--- src/rtl/dmem_access_ctrl.sv ---
// dmem_access_ctrl: load/store initiator for the data-memory port.
// Accepts byte/half/word requests on a valid/ready handshake and drives the
// Ewr/Erd/Addr/RDir -> MOut memory interface. Sub-word stores are done as
// read-modify-write. Loaded data is sign- or zero-extended.
// Optional feature macro: MISALIGN_TRAP_EN. When it is defined, misaligned
// half/word requests are rejected with rsp_err. When it is undefined, the
// offending low address bits are forced to zero and the access proceeds.
module dmem_access_ctrl #(
  parameter int MEM_WORDS = 32,
  parameter int DATA_W    = 32
) (
  input  logic              clk,
  input  logic              rst,
  input  logic              req_valid,
  output logic              req_ready,
  input  logic              req_we,
  input  logic [1:0]        req_size,
  input  logic              req_signed,
  input  logic [DATA_W-1:0] req_addr,
  input  logic [DATA_W-1:0] req_wdata,
  output logic              rsp_valid,
  output logic [DATA_W-1:0] rsp_rdata,
  output logic              rsp_err,
  output logic              Ewr,
  output logic              Erd,
  output logic [DATA_W-1:0] Addr,
  output logic [DATA_W-1:0] RDir,
  input  logic [DATA_W-1:0] MOut
);

  localparam logic [1:0] IDLE = 2'd0;
  localparam logic [1:0] RD   = 2'd1;
  localparam logic [1:0] WR   = 2'd2;
  localparam logic [1:0] RESP = 2'd3;

  localparam logic [DATA_W-1:0] IDX_MASK = DATA_W'(MEM_WORDS - 1);

  logic [1:0]        state_q, state_d;
  logic              we_q, we_d;
  logic [1:0]        size_q, size_d;
  logic              signed_q, signed_d;
  logic [1:0]        lane_q, lane_d;
  logic [15:0]       wdata_q, wdata_d;
  logic              ready_q, ready_d;
  logic              ewr_q, ewr_d;
  logic              erd_q, erd_d;
  logic [DATA_W-1:0] addr_q, addr_d;
  logic [DATA_W-1:0] rdir_q, rdir_d;
  logic              rspValid_q, rspValid_d;
  logic [DATA_W-1:0] rspRdata_q, rspRdata_d;

  logic              reqIsHalf;
  logic              reqIsWord;
  logic [1:0]        reqLane;
  logic [DATA_W-1:0] reqIdx;

  // Pick the addressed byte/half out of a memory word and extend it to full width.
  function automatic logic [DATA_W-1:0] extendLoad(input logic [DATA_W-1:0] word,
                                                   input logic [1:0] size,
                                                   input logic [1:0] lane,
                                                   input logic sgn);
    logic [7:0]  byteVal;
    logic [15:0] halfVal;
    byteVal = word[{lane, 3'b000} +: 8];
    halfVal = word[{lane[1], 4'b0000} +: 16];
    case (size)
      2'b00:   extendLoad = {{(DATA_W-8){sgn & byteVal[7]}}, byteVal};
      2'b01:   extendLoad = {{(DATA_W-16){sgn & halfVal[15]}}, halfVal};
      default: extendLoad = word;
    endcase
  endfunction

  // Overwrite the addressed lane(s) of the old memory word with the store data.
  function automatic logic [DATA_W-1:0] mergeStore(input logic [DATA_W-1:0] oldWord,
                                                   input logic [15:0] wdata,
                                                   input logic [1:0] size,
                                                   input logic [1:0] lane);
    logic [DATA_W-1:0] merged;
    merged = oldWord;
    if (size == 2'b00) begin
      merged[{lane, 3'b000} +: 8] = wdata[7:0];
    end else begin
      merged[{lane[1], 4'b0000} +: 16] = wdata;
    end
    mergeStore = merged;
  endfunction

  // Decode the incoming request: size class, aligned lane and wrapped word index.
  always_comb begin
    reqIsHalf = (req_size == 2'b01);
    reqIsWord = req_size[1];
    reqIdx    = {2'b00, req_addr[DATA_W-1:2]} & IDX_MASK;
    if (reqIsWord) begin
      reqLane = 2'b00;
    end else if (reqIsHalf) begin
      reqLane = {req_addr[1], 1'b0};
    end else begin
      reqLane = req_addr[1:0];
    end
  end

`ifdef MISALIGN_TRAP_EN
  logic rspErr_q, rspErr_d;
  logic reqMisaligned;

  // A half access needs addr[0]=0, a word access needs addr[1:0]=0.
  always_comb begin
    reqMisaligned = (reqIsHalf && req_addr[0]) || (reqIsWord && (req_addr[1:0] != 2'b00));
  end
`endif

  // Next-state and next-output logic for the IDLE/RD/WR/RESP sequencer.
  always_comb begin
    state_d    = state_q;
    we_d       = we_q;
    size_d     = size_q;
    signed_d   = signed_q;
    lane_d     = lane_q;
    wdata_d    = wdata_q;
    addr_d     = addr_q;
    rdir_d     = rdir_q;
    rspRdata_d = rspRdata_q;
    ewr_d      = 1'b0;
    erd_d      = 1'b0;
    rspValid_d = 1'b0;
`ifdef MISALIGN_TRAP_EN
    rspErr_d   = 1'b0;
`endif
    case (state_q)
      IDLE: begin
        if (req_valid && ready_q) begin
          we_d     = req_we;
          size_d   = req_size;
          signed_d = req_signed;
          lane_d   = reqLane;
          wdata_d  = req_wdata[15:0];
`ifdef MISALIGN_TRAP_EN
          if (reqMisaligned) begin
            state_d    = RESP;
            rspValid_d = 1'b1;
            rspErr_d   = 1'b1;
            rspRdata_d = '0;
          end else
`endif
          if (req_we && reqIsWord) begin
            state_d = WR;
            ewr_d   = 1'b1;
            addr_d  = reqIdx;
            rdir_d  = req_wdata;
          end else begin
            state_d = RD;
            erd_d   = 1'b1;
            addr_d  = reqIdx;
          end
        end
      end
      RD: begin
        if (we_q) begin
          state_d = WR;
          ewr_d   = 1'b1;
          rdir_d  = mergeStore(MOut, wdata_q, size_q, lane_q);
        end else begin
          state_d    = RESP;
          rspValid_d = 1'b1;
          rspRdata_d = extendLoad(MOut, size_q, lane_q, signed_q);
        end
      end
      WR: begin
        state_d    = RESP;
        rspValid_d = 1'b1;
        rspRdata_d = '0;
      end
      default: begin
        state_d = IDLE;
      end
    endcase
    ready_d = (state_d == IDLE);
  end

  // State and registered outputs; synchronous reset aborts any access in flight.
  always_ff @(posedge clk) begin
    if (rst) begin
      state_q    <= IDLE;
      we_q       <= 1'b0;
      size_q     <= 2'b00;
      signed_q   <= 1'b0;
      lane_q     <= 2'b00;
      wdata_q    <= '0;
      ready_q    <= 1'b0;
      ewr_q      <= 1'b0;
      erd_q      <= 1'b0;
      addr_q     <= '0;
      rdir_q     <= '0;
      rspValid_q <= 1'b0;
      rspRdata_q <= '0;
`ifdef MISALIGN_TRAP_EN
      rspErr_q   <= 1'b0;
`endif
    end else begin
      state_q    <= state_d;
      we_q       <= we_d;
      size_q     <= size_d;
      signed_q   <= signed_d;
      lane_q     <= lane_d;
      wdata_q    <= wdata_d;
      ready_q    <= ready_d;
      ewr_q      <= ewr_d;
      erd_q      <= erd_d;
      addr_q     <= addr_d;
      rdir_q     <= rdir_d;
      rspValid_q <= rspValid_d;
      rspRdata_q <= rspRdata_d;
`ifdef MISALIGN_TRAP_EN
      rspErr_q   <= rspErr_d;
`endif
    end
  end

  assign req_ready = ready_q;
  assign Ewr       = ewr_q;
  assign Erd       = erd_q;
  assign Addr      = addr_q;
  assign RDir      = rdir_q;
  assign rsp_valid = rspValid_q;
  assign rsp_rdata = rspRdata_q;
`ifdef MISALIGN_TRAP_EN
  assign rsp_err   = rspErr_q;
`else
  assign rsp_err   = 1'b0;
`endif

endmodule

--- config.mk ---
export PLATFORM = sky130hd
export DESIGN_NAME = dmem_access_ctrl
export DESIGN_NICKNAME = d
export VERILOG_FILES = /design/src/rtl/dmem_access_ctrl.sv
export SDC_FILE = /design/constraint.sdc
export NUM_CORES = 1
export LEC_CHECK = 0
export ABC_AREA = 1
export CORE_MARGIN = 2
export CORE_UTILIZATION = 40
export DETAILED_ROUTE_END_ITERATION = 6
export PLACE_DENSITY_LB_ADDON = 0.12
export SLEW_MARGIN = 30
export SYNTH_ARGS = -nofsm -noshare
export SYNTH_HDL_FRONTEND = slang
export SYNTH_SLANG_ARGS = --single-unit
--- constraint.sdc ---
create_clock -name clk -period 2.5 [get_ports clk]
set_input_delay 0.25 -clock clk [delete_from_list [all_inputs] [get_ports clk]]
set_output_delay 0.25 -clock clk [all_outputs]
set_load 0.02 [all_outputs]
[Yosys cells after proc, flatten, opt, wreduce, memory -nomap -nowiden]
Index checks and enable logic that the tools add are counted.
Storage, ports and cells
  bits in read-only memories: 0
  memory bits (writable): 0
  register bits after elaboration: 97
  latch bits: 0
  input port bits: 103
  output and inout port bits: 101
  memories kept: 0
  logic and storage cells: 67
Operators by class
  $lt $le $gt $ge: 0
  muxes and demuxes: 23
  equal/unequal tests: 8
  bitwise gates (word level): 4
  reduce and logical (&&, ||, !) cells: 11
  shifts and indexed selects: 6
  div/mod/pow operators: 0
  add/sub/neg operators: 2
  $mul: 0
Operators with widths (count)
  case mux 32 bit (2 select lines): 3
  two-way mux 32 bit: 5
  bitwise mux 32 bit: 2
  variable shift 16 x 7 -> 32 bit (first input constant): 1
  variable shift 8 x 7 -> 32 bit (first input constant): 1
  indexed part select 16 x 7 -> 32 bit: 1
  indexed part select 32 x 6 -> 16 bit: 1
  indexed part select 32 x 6 -> 8 bit: 1
  indexed part select 8 x 7 -> 32 bit: 1
  negator 5 -> 7 bit: 2
  inequality test 2 bit (second input constant): 4
  two-way mux 1 bit: 7
  == test 2 x 1 -> 1 bit (second input constant): 3
  zero test 2 bit: 3
  two-way mux 2 bit: 3
  case mux 2 bit (3 select lines): 1
  case mux 1 bit (2 select lines): 2
  AND reduction 2 bit: 2
  AND reduction 4 bit: 1
  nonzero test 2 bit: 2
  OR reduction 3 bit: 1
  bitwise AND 1 bit: 2
  == test 2 bit (second input constant): 1
  logical AND 1 bit: 2
  NOT 1 bit: 2

[Depth between registers and ports, before layout]
Gate-level depths: netlist of run 1.
  depth in word-level cells: 6
  mapped depth: 11
  depth with buffers taken out: 9

[Worst setup path before layout of run 1]
Ideal clock, no wire load.
  path type: reg-to-reg
  start: register lane_q[1]
  end: register rdir_q[16] (netlist: RDir[16])
  path slack: 0.584 ns
  cell stages (with the launch flop): 12
  required time: 2.430 ns
  path buffers: 4
  arrival time: 1.846 ns
  setup time: 0.070 ns
  clock period less this slack: 1.916 ns
  cells stage by stage: dfxtp_1 buf_2 inv_2 buf_2 buf_2 ha_1 inv_1 buf_2 nand4_1 o21ai_0 nand3_1 a21oi_1
Between the ends
  longest elaborated chain between the ends: 6
  elaborated cells on any way between the ends: 11
  those cells by class: add/sub: 2; shift: 4; mux: 5
RTL lines
  start: declaration: line 42  | logic [1:0] lane_q, lane_d;
  start signal: assignment: line 204  | lane_q <= lane_d;
  negator 5 -> 7 bit, on equally long branches: line 83, 81
  indexed part select 16 x 7 -> 32 bit, or another cell as far along: line 83  | merged[{lane[1], 4'b0000} +: 16] = wdata;
  bitwise mux 32 bit, on equally long branches: line 83, 81
  two-way mux 32 bit (*): line 80  | if (size == 2'b00) begin
  two-way mux 32 bit (*): line 158  | if (we_q) begin
  case mux 32 bit (2 select lines) (*): line 129  | case (state_q)
  end signal: assignment: line 210  | rdir_q <= rdir_d;
  end: declaration: line 48  | logic [DATA_W-1:0] rdir_q, rdir_d;
Every way passes the cells marked *; elsewhere a longest branch is shown, timed or not. The select of a mux whose other input is x is not followed.
A chain may end at the register's enable or synchronous reset.

[Final worst setup path of run 1]
  start: register lane_q[1]
  end: register rspRdata_q[24] (netlist: rsp_rdata[24])
Between the ends
  longest elaborated chain between the ends: 5
  elaborated cells on any way between the ends: 7
  those cells by class: shift: 2; mux: 3; bitwise: 2
RTL lines
  indexed part select 32 x 6 -> 16 bit / indexed part select 32 x 6 -> 8 bit (equally long branches): line 65, 64
  bitwise AND 1 bit, on equally long branches: line 68, 67
  case mux 32 bit (2 select lines) (*): line 66  | case (size)
  two-way mux 32 bit (*): line 158
  case mux 32 bit (2 select lines) (*): line 129
  end signal: assignment: line 212  | rspRdata_q <= rspRdata_d;
  end: declaration: line 50  | logic [DATA_W-1:0] rspRdata_q, rspRdata_d;
Marked as above.

==> run_results.csv, run 1 <==
group,metric,value,unit
logic_synthesis,synthMuxAreaShare,0,%
detailed_routing,vias_per_cell,5.24,
final_layout,finish.net_count,1058,
place,post-dp-hpwl,13.0,mm
place,gp_congestion,0.872,
logic_synthesis,yosys.area_share.simple,22.5,%
global_route,grt_pass1_wl,28.5,mm
logic_synthesis,synth-compound-area-share,29.1,%
worst_setup_path,r2r_slack,0.50,ns
global_route,grt_max_degree,54,
logic_synthesis,netlist.area_leader.share,34.3,%
cts,clock_path_buffers,2,
cts,cts_hold_buffers,0,
pwr,irDropWorstVdd,0.000631,V
worst_setup_path,arrival,2.29,ns
floorplan,num_rows,43,
logic_synthesis,synth_xor_area_share,0,%
global_route,track_usage,24.6,%
logic_synthesis,netlist_area,5660,sq um
sta,min_period,2.00,ns
min_path,min_path_type,"reg -> reg",
place,numPortBuffers,150,
floorplan,die_h,123,um
floorplan,die_area,15100,sq um
detailed_routing,vias,5924,
min_path,hold_path_end,"rsp_rdata[13]$_SDFFE_PP0P_",
sta,relSlewSlack,45.7,%
logic_synthesis,synth_top_family_by_area,"compound AO/OA/AOI/OAI gates",
floorplan,initial_utilization,40.9,%
logic_synthesis,yosys_register_bits,97,
detailed_routing,dr.pass1.iters,6,
logic_synthesis,syn_area_per_cell,6.82,sq um
cts,cts_root_buffer,"clkbuf_16",
global_route,antenna_found_initial,0,
cts,post_cts_buffers,0,
logic_synthesis,synth_edf_count,0,
worst_setup_path,critPathKind,"reg -> reg",
detailed_routing,wl_per_cell,16.4,um
worst_setup_path,r2r_cells,10,
final_layout,num_antenna_cells,0,
sta,tns,0,ns
floorplan,core,13800,sq um
worst_setup_path,cp_max_fo,49,
cts,cts.sinks,97,
worst_setup_path,critPathLaunchType,"flip-flop",
cts,cts_max_level,3,
floorplan,fp.dieW,123,um
logic_synthesis,synth_common_cells,"151 x a21oi_1, 136 x nand2_1, 106 x o21ai_0, 97 x dfxtp_1, 58 x nor2_1",
sta,whs,0.462,ns
run_status,status,"finished, final reports clean",
worst_setup_path,r2r-start,"lane_q[1]$_SDFFE_PP0P_",
worst_setup_path,required,2.78,ns
cts,clk_pin_slew,0.07,ns
sta,rsz0062_at_grt,"no",
final_layout,stdcell_area,7380,sq um
sta,final_hold_viol_count,0,
global_route,overflow,0,
worst_setup_path,r2r-end,"rsp_rdata[24]$_SDFFE_PP0P_",
final_layout,layout-drive-gt1-share,7.68,%
min_path,worstHoldPathCells,2,
logic_synthesis,synthFlopType,"dfxtp_1",
detailed_routing,ant_nets,0,
logic_synthesis,yosysWarnings,0,
min_path,hold_start,"rsp_rdata[13]$_SDFFE_PP0P_",
logic_synthesis,synth_adder_area_share,1.99,%
final_layout,syn_to_final_growth,30.4,%
detailed_routing,drc,0,
sta,drv_slew,0,
logic_synthesis,synthTopCellsByArea,"dfxtp_1 34%, a21oi_1 13%, o21ai_0 9.4%, nand2_1 9.0%, nand3_1 4.6%",
place,placed_cell_area,7120,sq um
logic_synthesis,synthCells,830,
cts,clk_latency,0.35,ns
logic_synthesis,ys_async_sr_fraction,0,%
sta,setup_viol,0,
cts,cts_tree,"built",
cts,cts_made_buffers,9,
pwr,power_density,1010,nW/um^2
sta,worst_pin_slew,0.814,ns
sta,period_share,80.1,%
logic_synthesis,synth_most_common_cell,"a21oi_1",
job,maxCapViolations,0,
logic_synthesis,ys_seq_area_share,34.3,%
sta,skew,0.00804,ns
sta,fmax,500,MHz
pwr,leakagePower,0.00280,uW
cts,cts.repair.resized,0,
floorplan,io_pins,204,
worst_setup_path,endpoint_kind,"flip-flop",
final_layout,utilization,53.4,%
logic_synthesis,synth_top_area_cell,"dfxtp_1",
logic_synthesis,ys_types,37,
detailed_routing,drtIter0Drc,647,
detailed_routing,totalWireLength,18.5,mm
global_route,grt_pass1_vias,5145,
critical path, stage by stage, from the launching register on:
cell and delay [ns]:
dfxtp_2 0.33, buf_4 0.41, buf_4 0.34, nand2_1 0.07, nand2_1 0.09, nand2_1 0.07
nand2_2 0.08, nand2_4 0.10, nand3_4 0.23, nand2_1 0.09, a21oi_1 0.12
registers in the layout, indices dropped and copies added, names as in the netlist:
name / count
wdata_q: 16
rsp_valid: 1
RDir: 32
signed_q: 1
rsp_rdata: 32
size_q: 2
Erd: 1
Ewr: 1
we_q: 1
Addr: 5
lane_q: 2
req_ready: 1
state_q: 2
metrics by stage:
| step | setup slack (ns) | total power, uW | instances |
|---|---|---|---|
| final | 0.498 | 7470 | 1130 |
| after global routing | 0.280 | 7980 | 1130 |
| after CTS | 0.521 | 7480 | 1130 |
| after detailed placement | 0.539 | 6180 | 1115 |
| after global placement | 0.555 | 6190 | 1115 |
| after floorplan | 0.584 | 4840 | 857 |
area by class of cell:
type                    count  area, sq um
inverters                  51          196
flip-flops and latches     97         1940
fillers                  1428         6450
clock inverters             3         18.8
well taps                 180          225
multi-input cells         623         3140
clock buffers              12          236
repair buffers            164         1620
cells by family (layout without fill, tap and decap cells):
logic type / count (synthesis) / count (layout)
simple gates: 282 / 282
fa+ha+maj: 9 / 9
compound gates: 304 / 304
buf+inv: 137 / 230
flops: 97 / 97
other cells: 1 / 28
layer usage:
layer  track usage, %  vias up  share of wire, %
li1                 -     2984                 -
met1             37.4     2662                48
met2             34.2      256                42
met3             5.54       22               8.7
met4             7.04        0               1.7
met5                0        -                 0
worst max path at each step:
| stage | from | end | slack (ns) | cells past startpoint |
|---|---|---|---|---|
| after floorplan | lane_q[1]$_SDFFE_PP0P_ | RDir[16]$_SDFFE_PP0P_ | 0.58 | 11 |
| after global routing | lane_q[1]$_SDFFE_PP0P_ | rsp_rdata[24]$_SDFFE_PP0P_ | 0.28 | 10 |
| after CTS | lane_q[1]$_SDFFE_PP0P_ | rsp_rdata[24]$_SDFFE_PP0P_ | 0.52 | 10 |
| after global placement | lane_q[1]$_SDFFE_PP0P_ | rsp_rdata[19]$_SDFFE_PP0P_ | 0.55 | 10 |
| after detailed placement | lane_q[1]$_SDFFE_PP0P_ | rsp_rdata[24]$_SDFFE_PP0P_ | 0.54 | 10 |
| final | lane_q[1]$_SDFFE_PP0P_ | rsp_rdata[24]$_SDFFE_PP0P_ | 0.50 | 10 |
power breakdown:
part / total (uW) / internal, uW / switching (uW)
Clock: 1260 / 669 / 595
Sequential: 2260 / 1990 / 269
Combinational: 3940 / 1480 / 2470
placed cells by master, fill, tap and decap left out, types with 4 or more instances in the layout:
| master | n |
|---|---|
| o211ai_1 | 30 |
| o21ai_0 | 106 |
| a21oi_1 | 151 |
| nand2_4 | 4 |
| nand3_1 | 52 |
| nand2_2 | 13 |
| buf_4 | 13 |
| dfxtp_1 | 96 |
| or2_2 | 4 |
| nand2_1 | 136 |
| clkdlybuf4s50_1 | 150 |
| nor2_1 | 58 |
| clkbuf_16 | 9 |
| inv_1 | 44 |
| conb_1 | 28 |
| a21oi_2 | 11 |
| ha_1 | 9 |
| inv_2 | 6 |
(Power assumes the default switching activity.)
==> run 2, diff against run 1 <==
==> constraint.sdc (replaced) <==
create_clock -name clk -period 1.75 [get_ports clk]
set_input_delay 0.175 -clock clk [delete_from_list [all_inputs] [get_ports clk]]
set_output_delay 0.175 -clock clk [all_outputs]
set_load 0.02 [all_outputs]
==> run 2 against run 1 <==
Against the previous run:
- cell count grew 2.3%
- power grew 52%
- clock skew is essentially flat
- routed wire length grew 1.8%
- cell area grew 4.7%
- worst setup slack lost 0.42 ns
- sequential cell count is the same
- via count grew 2.1%
- critical path depth shrank 4
- critical path type unchanged
- critical endpoint is now RDir[13]$_SDFFE_PP0P_
- highest routed layer unchanged
==> run_results.csv, run 2 (synthesis gave the netlist of run 1 again) <==
group,metric,value,unit
final_layout,final_common_cell,"a21oi_1",
pwr,leakagePower,0.00297,uW
floorplan,initial_utilization,40.9,%
place,post-dp-hpwl,13.5,mm
place,dp_cells,1140,
worst_setup_path,required,1.97,ns
worst_setup_path,critPathKind,"reg -> reg",
run_status,status,"finished, final reports clean",
detailed_routing,vias_per_cell,5.23,
pwr,p_int,6490,uW
final_layout,layout_common_cells,"151 x a21oi_1, 150 x clkdlybuf4s50_1, 136 x nand2_1, 98 x o21ai_0, 96 x dfxtp_1",
pwr,netSwitchingPower,4850,uW
cts,cts_made_buffers,9,
worst_setup_path,slowest_delay,0.41,ns
floorplan,die_area,15100,sq um
sta,fmax,598,MHz
worst_setup_path,path_cells,"ha_2 -> buf_6 -> inv_1 -> buf_12 -> a21oi_1 -> a21oi_1",
global_route,overflow,0,
cts,cts_max_level,3,
cts,clock_path_buffers,2,
sta,final_hold_viol_count,0,
detailed_routing,dr.pass1.iters,6,
job,maxCapViolations,0,
sta,timing.final.ws_setup,0.0770,ns
pwr,p_seq_share,28.6,%
final_layout,utilization,55.9,%
place,pre_cts_slack,-0.00890,ns
detailed_routing,drtIter0Drc,517,
floorplan,die_h,123,um
sta,tns,0,ns
final_layout,finish.net_count,1084,
place,gp_congestion,0.900,
sta,skew,0.00848,ns
global_route,grt_pass1_wl,28.7,mm
detailed_routing,totalWireLength,18.9,mm
pwr,switching_share,42.8,%
final_layout,layout-drive-gt1-share,10.7,%
cts,cts_hold_buffers,0,
cts,cts_root_buffer,"clkbuf_16",
sta,period_share,95.6,%
final_layout,syn_to_final_growth,36.5,%
cts,cts.sinks,97,
sta,setup_viol,0,
detailed_routing,drc,0,
final_layout,num_antenna_cells,0,
worst_setup_path,arrival,1.90,ns
floorplan,io_pins,204,
detailed_routing,vias,6051,
floorplan,core,13800,sq um
floorplan,fp.dieW,123,um
worst_setup_path,endpoint_kind,"flip-flop",
pwr,pwr-share-clk,19.1,%
cts,clk_latency,0.36,ns
detailed_routing,wl_per_cell,16.3,um
global_route,grt_pass1_vias,5332,
pwr,power_frac_comb,52.3,%
worst_setup_path,cp_common_cell,"a21oi_1",
cts,clk_pin_slew,0.07,ns
worst_setup_path,critPathSlowestCell,"dfxtp_1",
global_route,grt_max_degree,44,
detailed_routing,ant_nets,0,
cts,cts_tree,"built",
floorplan,num_rows,43,
pwr,irDropWorstVdd,0.000863,V
global_route,track_usage,24.8,%
worst_setup_path,cp_max_fo,33,
sta,min_period,1.67,ns
worst_setup_path,critPathLaunchType,"flip-flop",
min_path,min_path_type,"in -> reg",
sta,drv_slew,0,
final_layout,finalNonFillerCells,1156,
place,numPortBuffers,150,
pwr,power_density,1470,nW/um^2
global_route,antenna_found_initial,0,
==> run 2: worst max-delay path, delay by kind of cell, from the launching register on <==
family	cells	cell delay [ns]
flops	1	0.41
compound gates	2	0.25
fa+ha+maj	1	0.28
buf+inv	3	0.57
==> run 2: worst paths after layout <==
path / cells after the start / from / endpoint / slack (ns)
min reg2reg: 2 / rsp_rdata[15]$_SDFFE_PP0P_ / rsp_rdata[15]$_SDFFE_PP0P_ / 0.46
min: 3 / req_addr[2] / Addr[0]$_SDFFE_PP0P_ / 0.40
max: 6 / state_q[0]$_SDFF_PP0_ / RDir[13]$_SDFFE_PP0P_ / 0.08
max reg2reg: 6 / state_q[0]$_SDFF_PP0_ / RDir[13]$_SDFFE_PP0P_ / 0.08
==> run 2: what timing repair did <==
action | in CTS | in global routing
setup endpoints to repair | 1 | 55
pin swaps | 0 | 1
buffers inserted | 0 | 1
hold endpoints to repair | 0 | 0
resized for setup | 1 | 13
==> run 2: cell type report <==
cell class              count  area [sq um]
inverters                  51           206
flip-flops and latches     97          1940
clock inverters             4          76.3
clock buffers              11           243
multi-input cells         623          3160
fillers                  1368          6100
repair buffers            190          1870
well taps                 180           225
==> run 2: metrics by stage <==
step                cell area [sq um]  hold WS, ns  power (uW)
floorplan                        5800        0.310        6920
global placement                 7360        0.453        9000
detailed placement               7360        0.457        9020
CTS                              7680        0.395       11200
global route                     7720        0.429       12100
finish                           7720        0.398       11300
==> run 2: power by group through the flow <==
stage	clock, uW	sequential (uW)	combinational [uW]
2_1_floorplan	0	3840	3090
3_3_place_gp	0	3270	5730
3_5_place_dp	0	3250	5760
4_1_cts	2190	3240	5810
5_1_grt	2270	3320	6460
6_report	2170	3240	5930
==> run 2: routing by layer <==
metal  global-route usage [%]  vias to the layer above  wire [um]
li1                         -                     3033          -
met4                     8.98                        0        325
met2                     34.4                      281       7900
met1                     37.1                     2713       8870
met3                     5.58                       24       1770
met5                        0                        -          0
==> variant 1: new RTL, settings of run 1 <==
Change the parameter `DATA_W` from 32 to 36.
--- a/src/rtl/dmem_access_ctrl.sv
+++ b/src/rtl/dmem_access_ctrl.sv
@@ -7,7 +7,7 @@
 // offending low address bits are forced to zero and the access proceeds.
 module dmem_access_ctrl #(
   parameter int MEM_WORDS = 32,
-  parameter int DATA_W    = 32
+  parameter int DATA_W    = 36
 ) (
   input  logic              clk,
   input  logic              rst,
Ports: changed (6 resized); port bits go from 204 to 228. No check against the original RTL was run, so the function may have changed too.
==> variant 1 against run 1 <==
Clock skew is essentially flat. Final area up 10%. Synthesized area up 10%. Power is 9.9% higher. Die area rose by 9.9%. Sequential cell count is 8 higher. Wire length up 13%. Setup slack worse by 0.12 ns. Largest cell class unchanged. Highest routed layer unchanged.
==> variant 1: results (changes against run 1) <==
Parameter                              Value

Critical path
  Largest driver fanout on the critical path ... 16 (-67%)
  R2r worst-path depth ... 9 (-1)
  Beginning of the worst register-to-register path ... state_q[0]
  Minimum setup slack among reg-to-reg paths ... 0.38 ns (-0.12 ns)
  Cell family with most CP delay ... simple AND/OR/NAND/NOR gates
  Worst endpoint data arrival time ... 2.41 ns (+0.12 ns)
  Slowest stage cell on the critical path ... sky130_fd_sc_hd__nand2_1

Drt
  Number of search-and-repair iterations in the first detailed-routing pass ... 5 (-1)
  Violation count after the first detailed-route iteration ... 574 (-11%)
  Met2 WL ... 9531 um (+22%)
  Vias after detailed routing ... 6530 (+10%)
  Wirelength per Cell ... 17.01 um (+3.8%)
  DRT met1 WL ... 9485 um (+7.6%)
  DR WL met3 ... 1477 um (-8.9%)
  Topmost layer with routed signal wires ... met4

Global routing
  GR peak layer ... met2
  Global routing usage on met2 ... 39.81% (+5.6 points)
  Met3 Track Usage GR ... 5.405% (-0.13 points)
  Maximum number of pins on one net before global-route repair ... 59 (+9.3%)
  Overall track demand over capacity in global routing ... 25.12% (+0.56 points)
  Global-route wire length before repair ... 32090 um (+13%)
  Global routing met1 resource utilization ... 33.96% (-3.5 points)
  Number of global-route vias before repair ... 5864 (+14%)

Logic synthesis
  Synth top cells by count ... sky130_fd_sc_hd__nand2_1, sky130_fd_sc_hd__a21oi_1, sky130_fd_sc_hd__dfxtp_1, sky130_fd_sc_hd__o21ai_0, sky130_fd_sc_hd__nor2_1
  Unique masters post-synth ... 34 (-8.1%)
  Count leader, synth ... sky130_fd_sc_hd__nand2_1
  Sequential cell area fraction in the yosys report ... 33.71% (-0.61 points)
  Compound-gate portion of the synthesized area ... 29.74% (+0.60 points)
  Adder-cell share of the synthesized area ... 2.006% (+0.017 points)

Min path
  Critical hold path startpoint ... RDir[3]

Power
  Switching Share ... 44.00% (-0.57 points)
  Portion of total power attributed to combinational logic ... 52.3% (-0.5 points)
  Leak ... 3.050 nW (+8.8%)
  Power in sequential cells ... 2.42 mW (+7%)
  Worst supply voltage drop on vdd ... 0.5002 mV (-21%)
  Power of the combinational group ... 4.30 mW (+9.1%)

Timing
  Clock Skews ... 0.008022 ns (-0.00002187 ns)
  Relative slew slack ... 57.17% (+12 points)
  Min Clock Period, post-route ... 2.121 ns (+0.1190 ns)
  Hold_ws ... 0.4633 ns (+0.001720 ns)

Cells and area
  Nets ... 1166 (+10%)
  Fillcell total ... 1543 (+8.1%)
  Layout cells sized above 1 ... 8.509% (+0.82 points)
  # diodes ... 0 (unchanged)

Place
  HPWL Detailed ... 15330 um (+18%)
  Count of input and output buffers ... 166 (+11%)
  Total cell area at the placement stage ... 7826 um2 (+9.9%)
  Placement-stage worst setup slack ... 0.4270 ns (-0.1121 ns)

Status
  Outcome ... finished, final reports clean
==> variant 1: cell type report <==
class                      instances  area [um2]  share of cell area (%)
timing repair buffer             184        1792                   22.03
clock buffer                      12       256.5                   3.153
clock inverter                     4       51.30                  0.6307
inverter                          70       272.8                   3.353
sequential                       105        2103                   25.86
multi-input combinational        671        3423                   42.09
tap                              188       235.2                   2.892
==> variant 1: cells by family after synthesis <==
kind of cell,count (synthesis)
adder cells (fa/ha/maj),10
flip-flops,105
AND/OR/NAND/NOR,304
other,1
buffers and inverters,164
AO/OA/AOI/OAI,325
==> variant 1: final timing paths <==
kind | endpoint
hold / removal | RDir[3]
hold reg to reg | RDir[3]
setup / recovery | rsp_rdata[18]
setup reg to reg | rsp_rdata[18]
==> variant 1: stage by stage <==
stage	util, %	instances
floorplan	-	940
global placement	51.48	1218
detailed placement	51.48	1218
CTS	53.51	1234
global route	53.51	1234
finish	53.51	1234
==> variant 2: new RTL, settings of run 1 <==
Made on the original files. Take the reset off `rspRdata_q` and load it in a clocked block of its own.
--- a/src/rtl/dmem_access_ctrl.sv
+++ b/src/rtl/dmem_access_ctrl.sv
@@ -192,7 +192,6 @@
       addr_q     <= '0;
       rdir_q     <= '0;
       rspValid_q <= 1'b0;
-      rspRdata_q <= '0;
 `ifdef MISALIGN_TRAP_EN
       rspErr_q   <= 1'b0;
 `endif
@@ -209,11 +208,14 @@
       addr_q     <= addr_d;
       rdir_q     <= rdir_d;
       rspValid_q <= rspValid_d;
-      rspRdata_q <= rspRdata_d;
 `ifdef MISALIGN_TRAP_EN
       rspErr_q   <= rspErr_d;
 `endif
     end
+  end
+
+  always_ff @(posedge clk) begin
+    rspRdata_q <= rspRdata_d;
   end
 
   assign req_ready = ready_q;
Formal check against the unedited RTL: differs if rst is asserted again (counterexample within 4 cycles, from zero or initial values and one cycle with rst high); with rst held inactive, the same outputs for 4 cycles.
==> variant 2 against run 1 <==
Die area increased by 15%. Final cell count grew 15%. Final area is 12% higher. The flow now finishes with violations (DRC). Critical path type unchanged. Sequential cell count is the same. Clock power rose by 10%. Synthesized cell count grew 15%. Wire length up 0.69%. Maximum frequency increased by 2.3%. Synthesized area is 15% higher. Critical endpoint is now RDir[31]. Power up 12%. Clock skew fell by 0.0012 ns. Setup slack improved by 0.045 ns.
==> variant 2: results (changes against run 1) <==
Parameter                              Value

Status
  Outcome ... finished, violations left
  Violations in the final reports ... DRC

Global routing
  Global-route wire length before repair ... 29570 um (+3.8%)
  Maximum number of pins on one net before global-route repair ... 65 (+20%)
  Global routing usage on met2 ... 34.24% (+0.050 points)
  Global routing met1 resource utilization ... 29.44% (-8.0 points)
  Number of global-route vias before repair ... 5435 (+5.6%)
  Overall track demand over capacity in global routing ... 21.47% (-3.1 points)

Place
  Global placement routability congestion ... 0.8633 (-0.94%)

Power
  Cell internal power dissipation ... 4.806 mW (+16%)
  Portion of total power attributed to the clock network ... 16.6% (-0.3 points)
  Switching Share ... 42.79% (-1.8 points)

Logic synthesis
  Unique masters post-synth ... 34 (-8.1%)
  Top area cells in the synthesized netlist ... sky130_fd_sc_hd__dfxtp_1, sky130_fd_sc_hd__nand2_1, sky130_fd_sc_hd__edfxtp_1, sky130_fd_sc_hd__inv_1, sky130_fd_sc_hd__a21oi_1

Min path
  Type of the tightest min-delay check ... input pin to flip-flop
  Hold worst-path end ... wdata_q[6]

Critical path
  Largest driver fanout on the critical path ... 17 (-65%)
  Cell family with most CP delay ... flip-flops
  Slowest stage cell on the critical path ... sky130_fd_sc_hd__dfxtp_2
  Reg2Reg Capture Point ... RDir[31]

Drt
  DRC ... 2 (+2)
  DR WL met3 ... 1112 um (-31%)
  Number of search-and-repair iterations in the first detailed-routing pass ... 7 (+1)
  Violation count after the first detailed-route iteration ... 380 (-41%)
  Met2 WL ... 8798 um (+13%)
  DRT met1 WL ... 8434 um (-4.3%)
  Vias per Instance ... 4.782 (-8.8%)

Cells and area
  Layout cells sized above 1 ... 10.46% (+2.8 points)
  Fillcell total ... 1626 (+14%)
  Nets ... 1187 (+12%)

Timing
  Hold_ws ... 0.4532 ns (-0.008380 ns)
  Slew at the pin with the worst max-slew slack ... 0.7263 ns (-0.08798 ns)
variant 2: cell types whose count changed after synthesis, moves of 22 or more:
| cell | before | now |
|---|---|---|
| sky130_fd_sc_hd__nand3_2 | 0 | 22 |
| sky130_fd_sc_hd__edfxtp_1 | 0 | 32 |
| sky130_fd_sc_hd__nor2_1 | 58 | 96 |
| sky130_fd_sc_hd__a21oi_1 | 151 | 76 |
| sky130_fd_sc_hd__o211ai_1 | 30 | 6 |
| sky130_fd_sc_hd__dfxtp_1 | 97 | 65 |
| sky130_fd_sc_hd__inv_1 | 44 | 107 |
| sky130_fd_sc_hd__nand2_1 | 136 | 274 |
| sky130_fd_sc_hd__o21ai_0 | 106 | 44 |
variant 2: area by class of cell:
type | count | area share (%)
Timing Repair Buffer | 162 | 19.67
Sequential cell | 97 | 27.33
Clock buffer | 9 | 2.719
Clock inverter | 7 | 0.8612
Multi-Input combinational cell | 672 | 39.98
Tap cell | 216 | 3.263
Inverter | 133 | 6.179
